$ cat config.mk
export PLATFORM = sky130hd
export DESIGN_NAME = pipe_stage_reg
export DESIGN_NICKNAME = d
export VERILOG_FILES = /design/src/rtl/pipe_stage_reg.sv
export SDC_FILE = /design/constraint.sdc
export NUM_CORES = 1
export LEC_CHECK = 0
export ABC_AREA = 0
export CORE_MARGIN = 2
export CORE_UTILIZATION = 44
export DETAILED_ROUTE_END_ITERATION = 12
export PLACE_DENSITY = 0.9
export SETUP_SLACK_MARGIN = 0.15
export SYNTH_ARGS = -nofsm -noshare
export SYNTH_HDL_FRONTEND = slang
export SYNTH_SLANG_ARGS = --single-unit
$ cat constraint.sdc
create_clock -name clk -period 6.1 [get_ports clk]
set_clock_uncertainty 0.1 [all_clocks]
set_input_delay 1.83 -clock clk [delete_from_list [all_inputs] [get_ports clk]]
set_output_delay 1.83 -clock clk [all_outputs]
set_load 0.005 [all_outputs]
$ cat src/rtl/pipe_stage_reg.sv
// Pipeline stage register with valid/ready handshake, optional skid entry,
// flush-to-bubble and saturating stall/kill counters.
module pipe_stage_reg #(
   parameter int unsigned       DATA_W   = 64,
   parameter int unsigned       CTRL_W   = 24,
   parameter logic [CTRL_W-1:0] CTRL_NOP = '0,
   parameter int unsigned       SKID     = 0,
   parameter int unsigned       CNT_W    = 16
) (
   input  logic              clk,
   input  logic              rstn,
   input  logic              in_valid,
   output logic              in_ready,
   input  logic [DATA_W-1:0] in_data,
   input  logic [CTRL_W-1:0] in_ctrl,
   input  logic              flush,
   output logic              out_valid,
   input  logic              out_ready,
   output logic [DATA_W-1:0] out_data,
   output logic [CTRL_W-1:0] out_ctrl,
   output logic [CNT_W-1:0]  stall_cnt,
   output logic [CNT_W-1:0]  kill_cnt
);

   logic              main_valid_q, main_valid_d;
   logic [DATA_W-1:0] main_data_q,  main_data_d;
   logic [CTRL_W-1:0] main_ctrl_q,  main_ctrl_d;
   logic              skid_valid_q, skid_valid_d;
   logic [DATA_W-1:0] skid_data_q,  skid_data_d;
   logic [CTRL_W-1:0] skid_ctrl_q,  skid_ctrl_d;
   logic [CNT_W-1:0]  stall_cnt_q,  stall_cnt_d;
   logic [CNT_W-1:0]  kill_cnt_q,   kill_cnt_d;

   logic              in_xfer;
   logic              out_xfer;
   logic              stall_inc;
   logic [1:0]        kill_inc;
   logic [CNT_W:0]    kill_sum;

   // Upstream ready: combinational through out_ready without skid, registered with skid
   always_comb begin
      if (SKID != 0) begin
         in_ready = !skid_valid_q;
      end else begin
         in_ready = !main_valid_q | out_ready;
      end
      in_xfer  = in_valid & in_ready;
      out_xfer = main_valid_q & out_ready;
   end

   // Next-state for the main register and the skid entry; flush overrides all transfers
   always_comb begin
      main_valid_d = main_valid_q;
      main_data_d  = main_data_q;
      main_ctrl_d  = main_ctrl_q;
      skid_valid_d = skid_valid_q;
      skid_data_d  = skid_data_q;
      skid_ctrl_d  = skid_ctrl_q;

      if (flush) begin
         main_valid_d = 1'b0;
         main_data_d  = '0;
         main_ctrl_d  = CTRL_NOP;
         skid_valid_d = 1'b0;
      end else if (SKID != 0) begin
         if (!main_valid_q || out_xfer) begin
            // Main slot frees up: oldest held entry (skid) advances first
            if (skid_valid_q) begin
               main_valid_d = 1'b1;
               main_data_d  = skid_data_q;
               main_ctrl_d  = skid_ctrl_q;
               if (in_xfer) begin
                  skid_data_d = in_data;
                  skid_ctrl_d = in_ctrl;
               end else begin
                  skid_valid_d = 1'b0;
               end
            end else if (in_xfer) begin
               main_valid_d = 1'b1;
               main_data_d  = in_data;
               main_ctrl_d  = in_ctrl;
            end else begin
               main_valid_d = 1'b0;
               main_ctrl_d  = CTRL_NOP;
            end
         end else if (in_xfer) begin
            skid_valid_d = 1'b1;
            skid_data_d  = in_data;
            skid_ctrl_d  = in_ctrl;
         end
      end else begin
         if (in_xfer) begin
            main_valid_d = 1'b1;
            main_data_d  = in_data;
            main_ctrl_d  = in_ctrl;
         end else if (out_xfer) begin
            main_valid_d = 1'b0;
            main_ctrl_d  = CTRL_NOP;
         end
      end
   end

   // Saturating performance counters; an entry leaving on out_ready during flush is not a kill
   always_comb begin
      stall_inc = main_valid_q & !out_ready & !flush;
      if (stall_inc && (stall_cnt_q != '1)) begin
         stall_cnt_d = stall_cnt_q + CNT_W'(1);
      end else begin
         stall_cnt_d = stall_cnt_q;
      end

      kill_inc = '0;
      if (flush) begin
         kill_inc = {1'b0, main_valid_q & !out_ready} + {1'b0, skid_valid_q};
      end
      kill_sum = {1'b0, kill_cnt_q} + (CNT_W+1)'(kill_inc);
      if (kill_sum[CNT_W]) begin
         kill_cnt_d = '1;
      end else begin
         kill_cnt_d = kill_sum[CNT_W-1:0];
      end
   end

   // State registers with asynchronous active-low reset
   always_ff @(posedge clk or negedge rstn) begin
      if (!rstn) begin
         main_valid_q <= 1'b0;
         main_data_q  <= '0;
         main_ctrl_q  <= CTRL_NOP;
         skid_valid_q <= 1'b0;
         skid_data_q  <= '0;
         skid_ctrl_q  <= CTRL_NOP;
         stall_cnt_q  <= '0;
         kill_cnt_q   <= '0;
      end else begin
         main_valid_q <= main_valid_d;
         main_data_q  <= main_data_d;
         main_ctrl_q  <= main_ctrl_d;
         skid_valid_q <= skid_valid_d;
         skid_data_q  <= skid_data_d;
         skid_ctrl_q  <= skid_ctrl_d;
         stall_cnt_q  <= stall_cnt_d;
         kill_cnt_q   <= kill_cnt_d;
      end
   end

   assign out_valid = main_valid_q;
   assign out_data  = main_data_q;
   assign out_ctrl  = main_ctrl_q;
   assign stall_cnt = stall_cnt_q;
   assign kill_cnt  = kill_cnt_q;

endmodule

Word-level counts from Yosys, hierarchy flattened
Cells that the tools add are included.
{"block": "totals", "out_inout_bits": 122, "register_bits": 121, "elab_cells": 29, "input_bits": 93}
{"block": "op_classes", "reduce_logical": 6, "n_mux": 10, "n_bitwise": 5, "eq_ne": 1, "add_sub_neg": 2}
{"operator": "64-bit 2-to-1 mux", "count": 2}
{"operator": "24-bit 2-to-1 mux", "count": 3}
{"operator": "16-bit by 2-bit adder with 17-bit output", "count": 1}
{"operator": "16-bit by 1-bit adder with 16-bit output, second input constant", "count": 1}
{"operator": "16-bit 2-to-1 mux", "count": 1}
{"operator": "16-bit inequality test, second input constant", "count": 1}
{"operator": "1-bit bitwise AND", "count": 4}
{"operator": "1-bit 2-to-1 mux", "count": 4}
{"operator": "1-bit logical NOT", "count": 3}
{"operator": "3-bit nonzero test", "count": 1}
{"operator": "2-bit nonzero test", "count": 1}
{"operator": "1-bit logical AND", "count": 1}
{"operator": "1-bit bitwise OR", "count": 1}

Longest topological paths before layout
Gate-level depths: netlist (run 1).
{"block": "logic_depth", "ltp_word": 5, "mapped_depth": 9, "mapped_depth_nobuf": 7}

Worst setup path after synthesis (run 1)
No wires, ideal clock.
{"block": "synth_timing", "kind": "input port to output port", "from": "in out_ready", "to": "out in_ready", "setup_slack_ns": 2.077, "t_required_ns": 4.170, "arrival_ns": 2.093, "stages": 2, "cell_sequence": "nand2b_1 -> buf_2"}
{"block": "synth_via", "elab_chain_cells": 1}
{"item": "from (decl)", "line_no": "18", "rtl": "input logic out_ready,"}
{"item": "1-bit bitwise OR", "line_no": "45", "rtl": "in_ready = !main_valid_q | out_ready;"}
{"item": "to (decl)", "line_no": "13", "rtl": "output logic in_ready,"}
No other way between the ends.

Worst setup path after layout (run 1)
Same ends and word-level chain as after synthesis.

==> results.cfg, run 1 <==
[run_status]
run_status = complete, no violations

[clock_tree]
cts_max_level = 4
cts_resized = 0
hold_buffers = 0
cts_tree = yes
clock_sinks = 121
numCtsBuffers = 17
clkSlewWorstSetupHoldPaths_ps = 50
clock_path_buffers = 2
root_buffer = clkbuf_8
cts_setup_buffers = 0
insertion_delay_ps = 490

[layout]
area_delta_synth_final_pct = 61.1
antenna_cells = 0
final_util_pct = 72.8
nets = 660
post-route-cell-area_um2 = 7480
nFillCells = 705
drive_gt1_share_pct = 8.32

[route]
vias = 3813
dr.pass1.iters = 4
via_per_inst = 5.35
drt-wirelength-per-cell_um = 17.7
drc = 0
drtIter0Drc = 253
final_antenna_net_count = 0
drt_wl_total_um = 12600

[sta]
finalSetupViolCount = 0
period_share_pct = 85.2
worst_pin_slew_ps = 1110
slew_headroom_pct = 25.6
setup-tns-final_ps = 0
final.min_clock_period_ps = 5200
slew_viol_final = 0
clock.fmax_mhz = 192
hold_viol = 0
grt_setup_unrepaired = false

[floorplan]
dieArea_um2 = 11400
die_height_um = 107
start_util_pct = 45.2
ios = 215
row_count = 37
core_area_um2 = 10300
die_x_um = 107

[critical_path]
cp-start-kind = input port
cp_slowest_stage_delay_ps = 580
worstPathRequired_ps = 4170
crit_family = buffers and inverters
arrival_ps = 3270
cpMaxStageDelayCell = clkdlybuf4s50_1
path_max_fanout = 9
critPathKind = input port to output pin
crit_path_end_kind = output pin
crit_top_cell = clkdlybuf4s50_1
path_cells = clkdlybuf4s50_1 -> nand2b_1 -> clkdlybuf4s50_1
path_buf_inv = 2

[pwr]
p_seq_share_pct = 42.0
powerDensity_nw_per_um2 = 292
switching_share_pct = 24.1
p_clk_share_pct = 43.7
p_int_mw = 1.66
p_leak_nw = 3.31
peakVddDrop_uv = 233
p_switching_uw = 527
power_frac_comb_pct = 14.3

[synth]
ys_warn_count = 0
synth_fp_nets = 446
synth.distinct_cells = 35
syn_inst = 350
ys_seq_area_share_pct = 65.2
syn_area_per_cell_um2 = 13.3
syn_area_um2 = 4640
synth_edf_count = 0
async_reset_ff_share_pct = 100
ys.flop_type = dfrtp_1
yosys_register_bits = 121

[job]
maxCapViolations = 0

[placement]
place.port_buffers = 214
placed_area_um2 = 6900
gp_congestion = 0.858
hpwl_um = 8870

[grt]
grt_pass1_vias = 3920
grt_pass1_wl_um = 19900
gr-total-overflow = 0
track_usage_pct = 22.3
antenna_found_initial = 0
grt_max_degree = 87

[worst_hold_path]
timing.hold.worst.class = register to register
-- kinds of logic (layout without fill, tap and decap cells) --
family	Yosys count	after routing	synth area share (%)
simple gates	71	71	8.33
fa+ha+maj	3	3	0.809
compound gates	108	108	19.0
flops	121	121	65.2
buf+inv	26	253	2.43
xor+xnor	18	18	3.40
mux	3	3	0.808
-- routing by layer --
metal	part of all wire [%]	wire length [um]	GRT usage (%)	vias up
met5	0	0	0	-
met4	1.6	205	6.22	0
met3	6.7	842	6.99	14
met2	51	6390	37.9	150
met1	41	5170	27.6	1901
li1	-	-	-	1748
-- registers in the layout (all words and copies together) (netlist names) --
| register | cells |
|---|---|
| out_data | 64 |
| out_ctrl | 24 |
| kill_cnt | 16 |
| stall_cnt | 16 |
| out_valid | 1 |
-- worst paths after layout --
kind | start | to | slack [ps] | depth (start not counted)
max | out_ready | in_ready | 900 | 3
min | out_ctrl[16] | out_ctrl[16] | 400 | 1
max reg2reg | out_valid | kill_cnt[6] | 3220 | 7
min reg2reg | out_ctrl[16] | out_ctrl[16] | 400 | 1
max in group asynchronous | rstn | stall_cnt[1] | 3990 | 2
min in group asynchronous | rstn | out_data[15] | 1020 | 1
-- stage by stage --
stage          total power [mW]  worst slack [ps]  hold slack, ps  instances
2_1_floorplan              1.01              2080             390        350
3_3_place_gp               1.23               951             385        681
3_5_place_dp               1.24               920             385        681
4_1_cts                    2.21               900             401        713
5_1_grt                    2.28               839             418        713
6_report                   2.18               901             396        713
-- power by group through the flow --
stage	logic (mW)	registers [mW]	clock network [mW]
floorplan	0.0846	0.925	0
global placement	0.304	0.924	0
detailed placement	0.313	0.929	0
CTS	0.317	0.917	0.975
global route	0.335	0.926	1.02
finish	0.312	0.917	0.955
-- cell type report --
type / count / area, um^2 / share of cell area (%)
Multi-Input combinational cell: 203 / 1520 / 20.4
Clock buffer: 18 / 428 / 5.72
Inverter: 3 / 11.3 / 0.151
Sequential cell: 121 / 3030 / 40.5
Clock inverter: 14 / 148 / 1.97
Tap cell: 136 / 170 / 2.28
Timing Repair Buffer: 218 / 2170 / 29.0
-- placed cells by master, fill, tap and decap left out, types with 3 or more instances in the layout --
master / Yosys / final
a22o_1: 88 / 88
nor3_1: 9 / 9
and3_1: 3 / 3
a21oi_1: 8 / 7
nand4_1: 9 / 9
o21ai_0: 7 / 7
clkbuf_16: 0 / 16
inv_1: 3 / 3
nor2_1: 8 / 7
clkdlybuf4s50_1: 0 / 213
clkinvlp_4: 0 / 5
xnor2_1: 12 / 12
nand3_1: 8 / 8
buf_4: 0 / 5
dfrtp_1: 121 / 121
nand2_1: 18 / 18
ha_1: 3 / 3
clkinv_2: 0 / 3
xor2_1: 6 / 6
nor4_1: 4 / 4
-- synth_stat cells, types with 6 or more instances --
| master | number | share of area, % |
|---|---|---|
| a21oi_1 | 8 | 0.86 |
| a22o_1 | 88 | 17 |
| buf_2 | 6 | 0.65 |
| clkbuf_1 | 12 | 0.97 |
| dfrtp_1 | 121 | 65 |
| nand2_1 | 18 | 1.5 |
| nand3_1 | 8 | 0.86 |
| nand4_1 | 9 | 1.2 |
| nor2_1 | 8 | 0.65 |
| nor3_1 | 9 | 0.97 |
| o21ai_0 | 7 | 0.75 |
| xnor2_1 | 12 | 2.3 |
| xor2_1 | 6 | 1.1 |
No activity file was read; power rests on OpenSTA's default activity.
==> run 2, diff against run 1 <==
- clock period: 6.1 -> 6.7 ns (I/O delays scaled with it)
==> results.cfg, run 2 (synthesis results as in run 1) <==
[run_status]
run_status = complete, no violations

[placement]
hpwl_um = 8880
place.port_buffers = 214
gp_congestion = 0.864
dp_cells = 680

[floorplan]
ios = 215
dieArea_um2 = 11400
die_height_um = 107
die_x_um = 107
core_area_um2 = 10300
row_count = 37
start_util_pct = 45.2

[route]
final_antenna_net_count = 0
drc = 0
drtIter0Drc = 267
vias = 3831
dr.pass1.iters = 4
drt-wirelength-per-cell_um = 18.1
via_per_inst = 5.38
drt_wl_total_um = 12900

[pwr]
p_clk_share_pct = 45.5
p_seq_share_pct = 40.7
p_switching_uw = 496
p_int_mw = 1.55
switching_share_pct = 24.2
powerDensity_nw_per_um2 = 273
p_leak_nw = 3.33
p_total_mw = 2.05
peakVddDrop_uv = 140
power_frac_comb_pct = 13.7

[clock_tree]
cts_max_level = 4
root_buffer = clkbuf_8
cts_resized = 0
insertion_delay_ps = 500
cts_tree = yes
clock_path_buffers = 2
clock_sinks = 121
clkSlewWorstSetupHoldPaths_ps = 60
hold_buffers = 0
numCtsBuffers = 17
cts_setup_buffers = 0

[critical_path]
cp-start-kind = input port
path_max_fanout = 9
worstPathRequired_ps = 4590
reg2reg_from = out_valid
cp-startpoint = out_ready
crit_path_end_kind = output pin
arrival_ps = 3420
critPathKind = input port to output pin

[grt]
grt_pass1_vias = 3873
grt_max_degree = 67
grt_pass1_wl_um = 19900
gr-total-overflow = 0
antenna_found_initial = 0
track_usage_pct = 22.3

[layout]
finalNonFillerCells = 712
layout_common_cells = clkdlybuf4s50_1, dfrtp_1, a22o_1, nand2_1, clkbuf_16
largest_register_ffs = 64
drive_gt1_share_pct = 8.16
area_delta_synth_final_pct = 61.8
nets = 659
nFillCells = 682
antenna_cells = 0
final_common_cell = clkdlybuf4s50_1

[sta]
finalSetupViolCount = 0
slew_viol_final = 0
slew_headroom_pct = 24.9
clock.fmax_mhz = 181
whs_ps = 400
hold_viol = 0
setup-tns-final_ps = 0
grt_setup_unrepaired = false
period_share_pct = 82.6
final.min_clock_period_ps = 5530
worst_pin_slew_ps = 1120

[worst_hold_path]
min_from = out_data[13]
timing.hold.worst.class = register to register

[job]
maxCapViolations = 0
-- run 2: layout make-up --
| cell class | instances | area (um^2) | share of cell area, % |
|---|---|---|---|
| sequential | 121 | 3030 | 40.3 |
| timing repair buffer | 217 | 2160 | 28.8 |
| multi-input combinational | 203 | 1520 | 20.3 |
| clock buffer | 18 | 428 | 5.70 |
| clock inverter | 14 | 185 | 2.47 |
| tap | 136 | 170 | 2.27 |
| inverter | 3 | 11.3 | 0.150 |
-- run 2: worst max-delay path: stages --
cell             delay (ps)
clkdlybuf4s50_1         490
nand2b_1                340
clkdlybuf4s50_1         580
-- run 2: power groups by stage --
| stage | clock network [mW] | registers (mW) | logic (mW) |
|---|---|---|---|
| after global routing | 0.983 | 0.842 | 0.304 |
| after detailed placement | 0 | 0.846 | 0.283 |
| after CTS | 0.949 | 0.835 | 0.286 |
| after floorplan | 0 | 0.842 | 0.0770 |
| final | 0.933 | 0.835 | 0.281 |
| after global placement | 0 | 0.841 | 0.276 |
-- run 2: per-layer routing --
metal	wire length, um	up-vias	track usage [%]
li1	-	1742	-
met4	159	0	7.61
met5	0	-	0
met1	5230	1898	27.7
met2	6560	174	37.9
met3	927	17	6.08
-- run 2: stage by stage --
| step | util, % | setup WS [ps] | area (um^2) |
|---|---|---|---|
| 2_1_floorplan | - | 2320 | 4640 |
| 3_3_place_gp | 67.1 | 1210 | 6900 |
| 3_5_place_dp | 67.1 | 1160 | 6900 |
| 4_1_cts | 73.1 | 1160 | 7510 |
| 5_1_grt | 73.1 | 1080 | 7510 |
| 6_report | 73.1 | 1170 | 7510 |
-- run 2: worst paths after layout --
check / cells past startpoint / slack [ps] / endpoint
min in group asynchronous: 1 / 1490 / out_data[13]
max reg2reg: 7 / 3820 / kill_cnt[6]
min: 1 / 400 / out_data[13]
min reg2reg: 1 / 400 / out_data[13]
max: 3 / 1170 / in_ready
max in group asynchronous: 2 / 3790 / out_data[52]
==> run 3, diff against run 2 <==
- CORE_UTILIZATION: 44 -> 37
- PLACE_DENSITY: 0.9 -> 0.81
- clock period: 6.7 -> 5 ns (I/O delays scaled with it)
==> results.cfg, run 3 (synthesis results as in run 1) <==
[run_status]
run_status = complete, no violations

[layout]
final_util_pct = 61.9
layout_common_cells = clkdlybuf4s50_1, dfrtp_1, a22o_1, nand2_1, clkbuf_16
area_delta_synth_final_pct = 61.4
nFillCells = 969
largest_register_ffs = 64
seq_area_um2 = 3030
multi_input_area_um2 = 1520
drive_gt1_share_pct = 7.61
antenna_cells = 0
nets = 661
final_common_cell = clkdlybuf4s50_1

[clock_tree]
clkSlewWorstSetupHoldPaths_ps = 50
insertion_delay_ps = 400
cts_tree = yes
cts_resized = 0
cts_setup_buffers = 0
hold_buffers = 0
cts_max_level = 4
numCtsBuffers = 17
root_buffer = clkbuf_16
clock_sinks = 121
clock_path_buffers = 2

[grt]
grt_max_degree = 83
gr-total-overflow = 0
grt_pass1_vias = 3886
grt_pass1_wl_um = 19900
track_usage_pct = 19.1
antenna_found_initial = 0

[route]
drtIter0Drc = 157
final_antenna_net_count = 0
vias = 3815
drc = 0
drt-wirelength-per-cell_um = 17.2
drt_wl_total_um = 12900
via_per_inst = 5.11
dr.pass1.iters = 4

[floorplan]
start_util_pct = 38.3
core_area_um2 = 12100
row_count = 40
ios = 215
die_height_um = 116
dieArea_um2 = 13500
die_x_um = 116

[worst_hold_path]
timing.hold.worst.class = register to register

[pwr]
powerDensity_nw_per_um2 = 343
p_leak_nw = 3.30
peakVddDrop_uv = 136

[critical_path]
arrival_ps = 2930
path_max_fanout = 9
path_buf_inv = 2
path_cells = clkdlybuf4s50_1 -> nand2b_1 -> clkdlybuf4s50_1
cp-start-kind = input port
worstPathRequired_ps = 3400
crit_path_end_kind = output pin
cp_slowest_stage_delay_ps = 580
cpMaxStageDelayCell = clkdlybuf4s50_1
crit_top_cell = clkdlybuf4s50_1
crit_family = buffers and inverters
critPathKind = input port to output pin

[sta]
setup-tns-final_ps = 0
clock.fmax_mhz = 221
slew_headroom_pct = 32.0
final.min_clock_period_ps = 4530
worst_pin_slew_ps = 1020
period_share_pct = 90.6
hold_viol = 0
grt_setup_unrepaired = false
slew_viol_final = 0
finalSetupViolCount = 0

[job]
maxCapViolations = 0

[placement]
gp_congestion = 0.771
place.port_buffers = 214
hpwl_um = 9040
## run 3: changes by cell type in the layout (fill, tap and decap cells not counted), sizes merged
cell / delta
buf: +2
bufinv: -3
clkbuf: +7
clkinvlp: +1
inv: -5
## run 3: per-stage QoR
step / cells / area [um^2] / total power [mW] / hold slack, ps / worst slack, ps
after global routing: 746 / 7490 / 2.69 / 403 / 403
after global placement: 714 / 6960 / 1.50 / 384 / 483
after CTS: 746 / 7490 / 2.60 / 400 / 455
after floorplan: 350 / 4640 / 1.23 / 390 / 1610
final: 746 / 7490 / 2.57 / 397 / 469
after detailed placement: 714 / 6960 / 1.51 / 381 / 416
## run 3: path summary, 6_finish.rpt
kind,start,endpoint,slack [ps],cells after the start
max reg2reg,out_valid,kill_cnt[11],2160,7
max in group asynchronous,rstn,out_data[57],2670,2
min reg2reg,out_ctrl[14],out_ctrl[14],400,1
min,out_ctrl[14],out_ctrl[14],400,1
min in group asynchronous,rstn,stall_cnt[9],1180,1
max,out_ready,in_ready,470,3
## run 3: report_power, final
group | total, mW | switching, mW | internal, mW
Clock | 1.08 | 0.407 | 0.669
Sequential | 1.11 | 0.0615 | 1.05
Combinational | 0.381 | 0.135 | 0.246
## run 3: layout make-up
class                           count  area share, %
Clock buffer                       25           6.48
Inverter                            3          0.150
Clock inverter                      7          0.585
Sequential cell                   121           40.4
Tap cell                          168           2.81
Timing Repair Buffer              219           29.2
Multi-Input combinational cell    203           20.3
## run 3: per-layer routing
| metal | wire, um | up-vias | track usage (%) | share of wire (%) |
|---|---|---|---|---|
| met1 | 5220 | 1902 | 24.3 | 41 |
| met3 | 1050 | 17 | 6.59 | 8.2 |
| met5 | 0 | - | 0 | 0 |
| li1 | - | 1738 | - | - |
| met4 | 242 | 0 | 6.67 | 1.9 |
| met2 | 6330 | 158 | 30.7 | 49 |
